## src/rtl/random_range_sampler.sv

```systemverilog
// rtl/random_range_sampler.sv - unbiased index in [0, N) from raw random words via mask-and-reject
module random_range_sampler #(
    parameter int WIDTH      = 32,
    parameter int IDX_W      = 16,
    parameter int MAX_REJECT = 8
) (
    input  logic             clk,
    input  logic             reset,
    input  logic [WIDTH-1:0] rnd_in,
    input  logic             rnd_valid,
    output logic             rnd_ready,
    input  logic             req_valid,
    input  logic [IDX_W-1:0] req_n,
    output logic             req_ready,
    output logic             idx_valid,
    input  logic             idx_ready,
    output logic [IDX_W-1:0] idx_out,
    output logic             idx_fallback,
    output logic             idx_err,
    output logic [15:0]      reject_total
);

    localparam int REJ_W = $clog2(MAX_REJECT + 1);

    typedef enum logic [1:0] {
        ST_IDLE,
        ST_SETUP,
        ST_DRAW,
        ST_OUT
    } state_t;

    state_t           state;
    logic [IDX_W-1:0] n_q;
    logic [IDX_W-1:0] mask_q;
    logic [IDX_W-1:0] mask_next;
    logic [IDX_W-1:0] cand;
    logic [REJ_W-1:0] rej_cnt;

    // Only the low IDX_W bits of each random word take part in sampling.
    generate
        if (WIDTH > IDX_W) begin : g_unused_hi
            logic unused_rnd_hi;
            assign unused_rnd_hi = ^rnd_in[WIDTH-1:IDX_W];
        end
    endgenerate

    // Smallest all-ones mask covering N-1: smear the top set bit of N-1 downwards.
    always_comb begin
        mask_next = n_q - IDX_W'(1);
        for (int i = 0; i < IDX_W; i++) begin
            mask_next = mask_next | (mask_next >> 1);
        end
    end

    assign cand = rnd_in[IDX_W-1:0] & mask_q;

    // Request/draw/result state machine; every output is a register so reset clears them all.
    always_ff @(posedge clk) begin
        if (reset) begin
            state        <= ST_IDLE;
            n_q          <= '0;
            mask_q       <= '0;
            rej_cnt      <= '0;
            req_ready    <= 1'b0;
            rnd_ready    <= 1'b0;
            idx_valid    <= 1'b0;
            idx_out      <= '0;
            idx_fallback <= 1'b0;
            idx_err      <= 1'b0;
            reject_total <= '0;
        end else begin
            case (state)
                ST_IDLE: begin
                    req_ready <= 1'b1;
                    if (req_valid && req_ready) begin
                        n_q       <= req_n;
                        rej_cnt   <= '0;
                        req_ready <= 1'b0;
                        if (req_n == '0) begin
                            // Empty range: report the error without touching the word stream.
                            idx_out   <= '0;
                            idx_err   <= 1'b1;
                            idx_valid <= 1'b1;
                            state     <= ST_OUT;
                        end else begin
                            state <= ST_SETUP;
                        end
                    end
                end
                ST_SETUP: begin
                    mask_q    <= mask_next;
                    rnd_ready <= 1'b1;
                    state     <= ST_DRAW;
                end
                ST_DRAW: begin
                    if (rnd_valid) begin
                        if (cand < n_q) begin
                            idx_out      <= cand;
                            idx_fallback <= 1'b0;
                            idx_valid    <= 1'b1;
                            rnd_ready    <= 1'b0;
                            state        <= ST_OUT;
                        end else begin
                            if (reject_total != 16'hFFFF) begin
                                reject_total <= reject_total + 16'd1;
                            end
                            if (rej_cnt == REJ_W'(MAX_REJECT - 1)) begin
                                // cand <= mask <= 2N-1, so cand-N always lands in range.
                                idx_out      <= cand - n_q;
                                idx_fallback <= 1'b1;
                                idx_valid    <= 1'b1;
                                rnd_ready    <= 1'b0;
                                state        <= ST_OUT;
                            end else begin
                                rej_cnt <= rej_cnt + REJ_W'(1);
                            end
                        end
                    end
                end
                ST_OUT: begin
                    if (idx_ready) begin
                        idx_valid    <= 1'b0;
                        idx_fallback <= 1'b0;
                        idx_err      <= 1'b0;
                        req_ready    <= 1'b1;
                        state        <= ST_IDLE;
                    end
                end
                default: begin
                    state <= ST_IDLE;
                end
            endcase
        end
    end

endmodule

```

## config.mk

```make
export PLATFORM = sky130hd
export DESIGN_NAME = random_range_sampler
export DESIGN_NICKNAME = d
export VERILOG_FILES = /design/src/rtl/random_range_sampler.sv
export SDC_FILE = /design/constraint.sdc
export NUM_CORES = 1
export LEC_CHECK = 0
export CAP_MARGIN = 25
export CORE_UTILIZATION = 45
export CTS_BUF_LIST = sky130_fd_sc_hd__clkbuf_8
export CTS_CLUSTER_DIAMETER = 120
export DETAILED_ROUTE_END_ITERATION = 8
export GPL_TIMING_DRIVEN = 0
export PLACE_DENSITY = 0.84
export SLEW_MARGIN = 20
export SYNTH_ARGS = -nofsm -noshare
export SYNTH_HDL_FRONTEND = slang
export SYNTH_SLANG_ARGS = --single-unit
```

## constraint.sdc

```tcl
create_clock -name clk -period 3.8 [get_ports clk]
set_input_delay 1.14 -clock clk [delete_from_list [all_inputs] [get_ports clk]]
set_output_delay 1.14 -clock clk [all_outputs]
set_load 0.05 [all_outputs]
```

==> results.md <==
| Metric | Reported | Unit |
|:---|:---|:---|
| Result of the run | complete, no violations | - |
| Utilization after layout | 60.4 | % |
| Drt first-iter violations | 329 | - |
| Fmax | 269 | MHz |
| Final worst-path setup slack | 0.0807 | ns |
| Routability-driven placement congestion ratio | 0.900 | - |
| Final number of max-transition violations | 0 | - |
| Number of antenna violations at the first check in global routing | 0 | - |
| Register-to-register setup slack | 0.70 | ns |
| Leftover overflow at the end of global routing | 0 | - |
| Max-cap check violation count | 0 | - |
| CTS tree | yes | - |
| End of the worst register-to-register path | mask_q[0] | - |
| Most frequent cells after synthesis | 75 x sky130_fd_sc_hd__dfxtp_1, 72 x sky130_fd_sc_hd__nand2_1, 68 x sky130_fd_sc_hd__nor2_1, 53 x sky130_fd_sc_hd__a21oi_1 | - |
| Endpoint of the worst setup timing path | rej_cnt[1] | - |
| Synth top area share | 33.1 | % |
| Hold violation total from the final report | 0 | - |
| Signal arrival time at the worst endpoint | 4.00 | ns |
| Average instance area after synthesis | 7.73 | um^2 |
| Cell Chain, Critical Path | clkdlybuf4s50_1, and2_1, ha_1, a21o_1, or3_1, o21ai_4, o2bb2ai_4, o21a_4, buf_8, nor3_4, o21a_1, buf_4, nand2b_1, a21oi_1 | - |
| Nets in the synthesized netlist | 665 | - |
| Count of input and output buffers | 73 | - |
| R2r startpoint | n_q[1] | - |
| Fraction of layout cells with a size suffix above 1 | 8.93 | % |
| Required time of the critical path | 4.08 | ns |
| Global-route wire length before repair | 20.9 | mm |
| Vias in the first global route | 4440 | - |
| Post-CTS Hold Buffers | 0 | - |
| Flip-flop and latch count after synthesis | 75 | - |
| Seq. cell area | 1500 | um^2 |
| Clk slew on worst S/H paths | 0.07 | ns |
| Root Driver | sky130_fd_sc_hd__clkbuf_8 | - |
| Top-count cell post-synth | sky130_fd_sc_hd__dfxtp_1 | - |
| Buffers from clock root to sink, at most | 2 | - |
| Filler Cells Inserted | 834 | - |
| Largest stage delay, worst path | 0.42 | ns |
| Cell type of the slowest stage on the worst timing path | sky130_fd_sc_hd__clkdlybuf4s50_1 | - |
| I/O pins | 90 | - |
| Post-synth EDFFs | 0 | - |
| Floorplan Core Area | 9770 | um^2 |
| Cell area after synthesis | 4530 | um^2 |
| Via Count | 4654 | - |
| Fraction of synthesis flops using an asynchronous set or reset pin | 0 | % |
| Final period utilization | 97.9 | % |
| Final routed DRC violation total | 0 | - |
| Clock buffer count from CTS | 9 | - |
| X dimension of the die | 102 | um |
| Maximum fanout encountered on the critical timing path | 10 | - |
| DP Worst Slack | -0.857 | ns |
| Half-perimeter wire length of the detailed placement result | 9.63 | mm |
| Synthesis Warnings | 0 | - |
| Clk_lat worst skew | 0.36 | ns |
| Distinct cell type count of the synthesized netlist | 57 | - |
| First element of the critical path | rnd_in[4] | - |
| Area of the multi-input gates | 2970 | um^2 |
| Most area-consuming cells after synthesis | sky130_fd_sc_hd__dfxtp_1 33%, sky130_fd_sc_hd__ha_1 6.9%, sky130_fd_sc_hd__nand2_1 6.0%, sky130_fd_sc_hd__a21oi_1 5.9%, sky130_fd_sc_hd__nor2_1 5.6% | - |
| Critical path capture point type | register | - |
| Total clock sinks | 75 | - |
| Worst r2r path cells | 10 | - |
| Peak supply drop | 0.000433 | V |
| Ys flop type | sky130_fd_sc_hd__dfxtp_1 | - |
| Total routing resource utilization after global routing | 25.6 | % |
| Std-Cell Rows | 36 | - |
| Largest net degree at the start of global routing | 13 | - |
| Post-synth top area cell | sky130_fd_sc_hd__dfxtp_1 | - |
| Synthesized instance count | 586 | - |
| Crit path depth | 14 | - |
| Vertical die dimension | 102 | um |
| Category of the worst setup path launch point | input pin | - |
| Worst path top cell family by delay | compound AO/OA/AOI/OAI gates | - |
| Worst setup path class | input pin to register | - |
| Setup-violating endpoint count in the final report | 0 | - |
| Fin Clk Skew | 0.0129 | ns |
| Leakage power | 2.21 | nW |
| Remaining number of nets flagged by the antenna check after routing | 0 | - |
| Via count normalized by instance count | 5.70 | - |
| Average detailed-routed wire length per instance | 15.9 | um |
| Effective utilization at floorplan | 46.4 | % |
| Wire length after detailed routing | 13.0 | mm |
| Worst hold path type | register to register | - |
| Register area share after synthesis | 33.1 | % |
| Die ar. | 10500 | um^2 |
| Slew at the pin with the worst max-slew slack | 0.735 | ns |
| WP buf/inv | 3 | - |
| TritonRoute pass-1 iters | 5 | - |
| Net total in the final layout | 757 | - |
| Area delta synth->final | 30.2 | % |
| H-tree depth | 3 | - |
| Remaining max-slew budget at the tightest pin | 50.8 | % |
| Antenna Cells | 0 | - |
| P per Cell Area | 762 | nW/um^2 |
| Time the final worst path needs with I/O delays and setup | 3.72 | ns |
where the power goes:
part           internal [mW]  switching [mW]
registers              0.915          0.0995
logic                   1.12            1.61
clock network          0.442           0.312
routing by layer:
layer  vias to the layer above  track usage [%]  routed length, um
met5                         -                0                  0
met4                         0             12.4                471
met3                        50             3.76                756
met2                       210             43.6               6170
met1                      2134             31.5               5590
li1                       2260                -                  -
area by class of cell:
class | count | share of cell area (%)
clock buffer | 13 | 3.03
clock inverter | 3 | 1.14
multi-input combinational | 460 | 50.3
tap | 133 | 2.82
sequential | 75 | 25.4
timing repair buffer | 81 | 13.4
buffer | 28 | 2.40
inverter | 23 | 1.46
cell families after synthesis:
| kind of cell | count (synthesis) | share of synthesized area [%] |
|---|---|---|
| adder cells (fa/ha/maj) | 26 | 7.34 |
| XOR/XNOR | 35 | 6.76 |
| flip-flops | 75 | 33.1 |
| AND/OR/NAND/NOR | 263 | 29.0 |
| buffers and inverters | 51 | 4.58 |
| AO/OA/AOI/OAI | 135 | 18.9 |
| multiplexers | 1 | 0.221 |
through the flow:
| step | hold WS (ns) | power [mW] | instances | setup TNS, ns | area [um^2] |
|---|---|---|---|---|---|
| after floorplan | 0.436 | 2.73 | 586 | 0 | 4530 |
| after global placement | 0.444 | 3.17 | 792 | -23.96 | 5430 |
| after detailed placement | 0.449 | 3.24 | 792 | -26.20 | 5430 |
| after CTS | 0.460 | 4.14 | 811 | 0 | 5770 |
| after global routing | 0.481 | 4.76 | 816 | -0.225 | 5900 |
| final | 0.458 | 4.50 | 816 | 0 | 5900 |
placed cells by master (no fill, tap or decap), types with 13 or more instances in the layout:
cell type and n:
sky130_fd_sc_hd__xor2_1 19, sky130_fd_sc_hd__nor2_1 68, sky130_fd_sc_hd__inv_1 23, sky130_fd_sc_hd__a21oi_1 50, sky130_fd_sc_hd__clkbuf_8 13, sky130_fd_sc_hd__and2_1 18, sky130_fd_sc_hd__nor3_1 21, sky130_fd_sc_hd__xnor2_1 16
sky130_fd_sc_hd__clkdlybuf4s50_1 73, sky130_fd_sc_hd__clkbuf_1 21, sky130_fd_sc_hd__nand3_1 23, sky130_fd_sc_hd__o21ai_0 14, sky130_fd_sc_hd__nand2_1 72, sky130_fd_sc_hd__dfxtp_1 75, sky130_fd_sc_hd__a211oi_1 18, sky130_fd_sc_hd__ha_1 23
state kept, by name, summed over array words and instances, names as in the netlist:
register / flops
rnd_ready: 1
mask_q: 16
idx_valid: 1
req_ready: 1
idx_fallback: 1
rej_cnt: 4
state: 2
idx_err: 1
idx_out: 16
n_q: 16
reject_total: 16
worst reg2reg max path, stage by stage, from the launching register on:
cell and delay (ns):
sky130_fd_sc_hd__dfxtp_1 0.40, sky130_fd_sc_hd__inv_1 0.19, sky130_fd_sc_hd__ha_1 0.25, sky130_fd_sc_hd__nor4b_1 0.53, sky130_fd_sc_hd__nand4_1 0.20, sky130_fd_sc_hd__xnor2_1 0.17
sky130_fd_sc_hd__or4_1 0.52, sky130_fd_sc_hd__nor3_1 0.20, sky130_fd_sc_hd__and4_1 0.24, sky130_fd_sc_hd__and3_1 0.19, sky130_fd_sc_hd__a211oi_1 0.10
worst min-delay path by stage:
| stage | end | from | depth (start not counted) |
|---|---|---|---|
| after floorplan | n_q[15] | n_q[15] | 2 |
| after global placement | idx_out[14] | idx_out[14] | 2 |
| after detailed placement | idx_out[14] | idx_out[14] | 2 |
| after CTS | n_q[15] | n_q[15] | 2 |
| after global routing | n_q[15] | n_q[15] | 2 |
| final | n_q[15] | n_q[15] | 2 |
what timing repair did:
item                       CTS  global route
buffers inserted             3             5
setup endpoints to repair   40            38
pin swaps                    4             8
resized for setup           18            19
(Power assumes the default switching activity.)
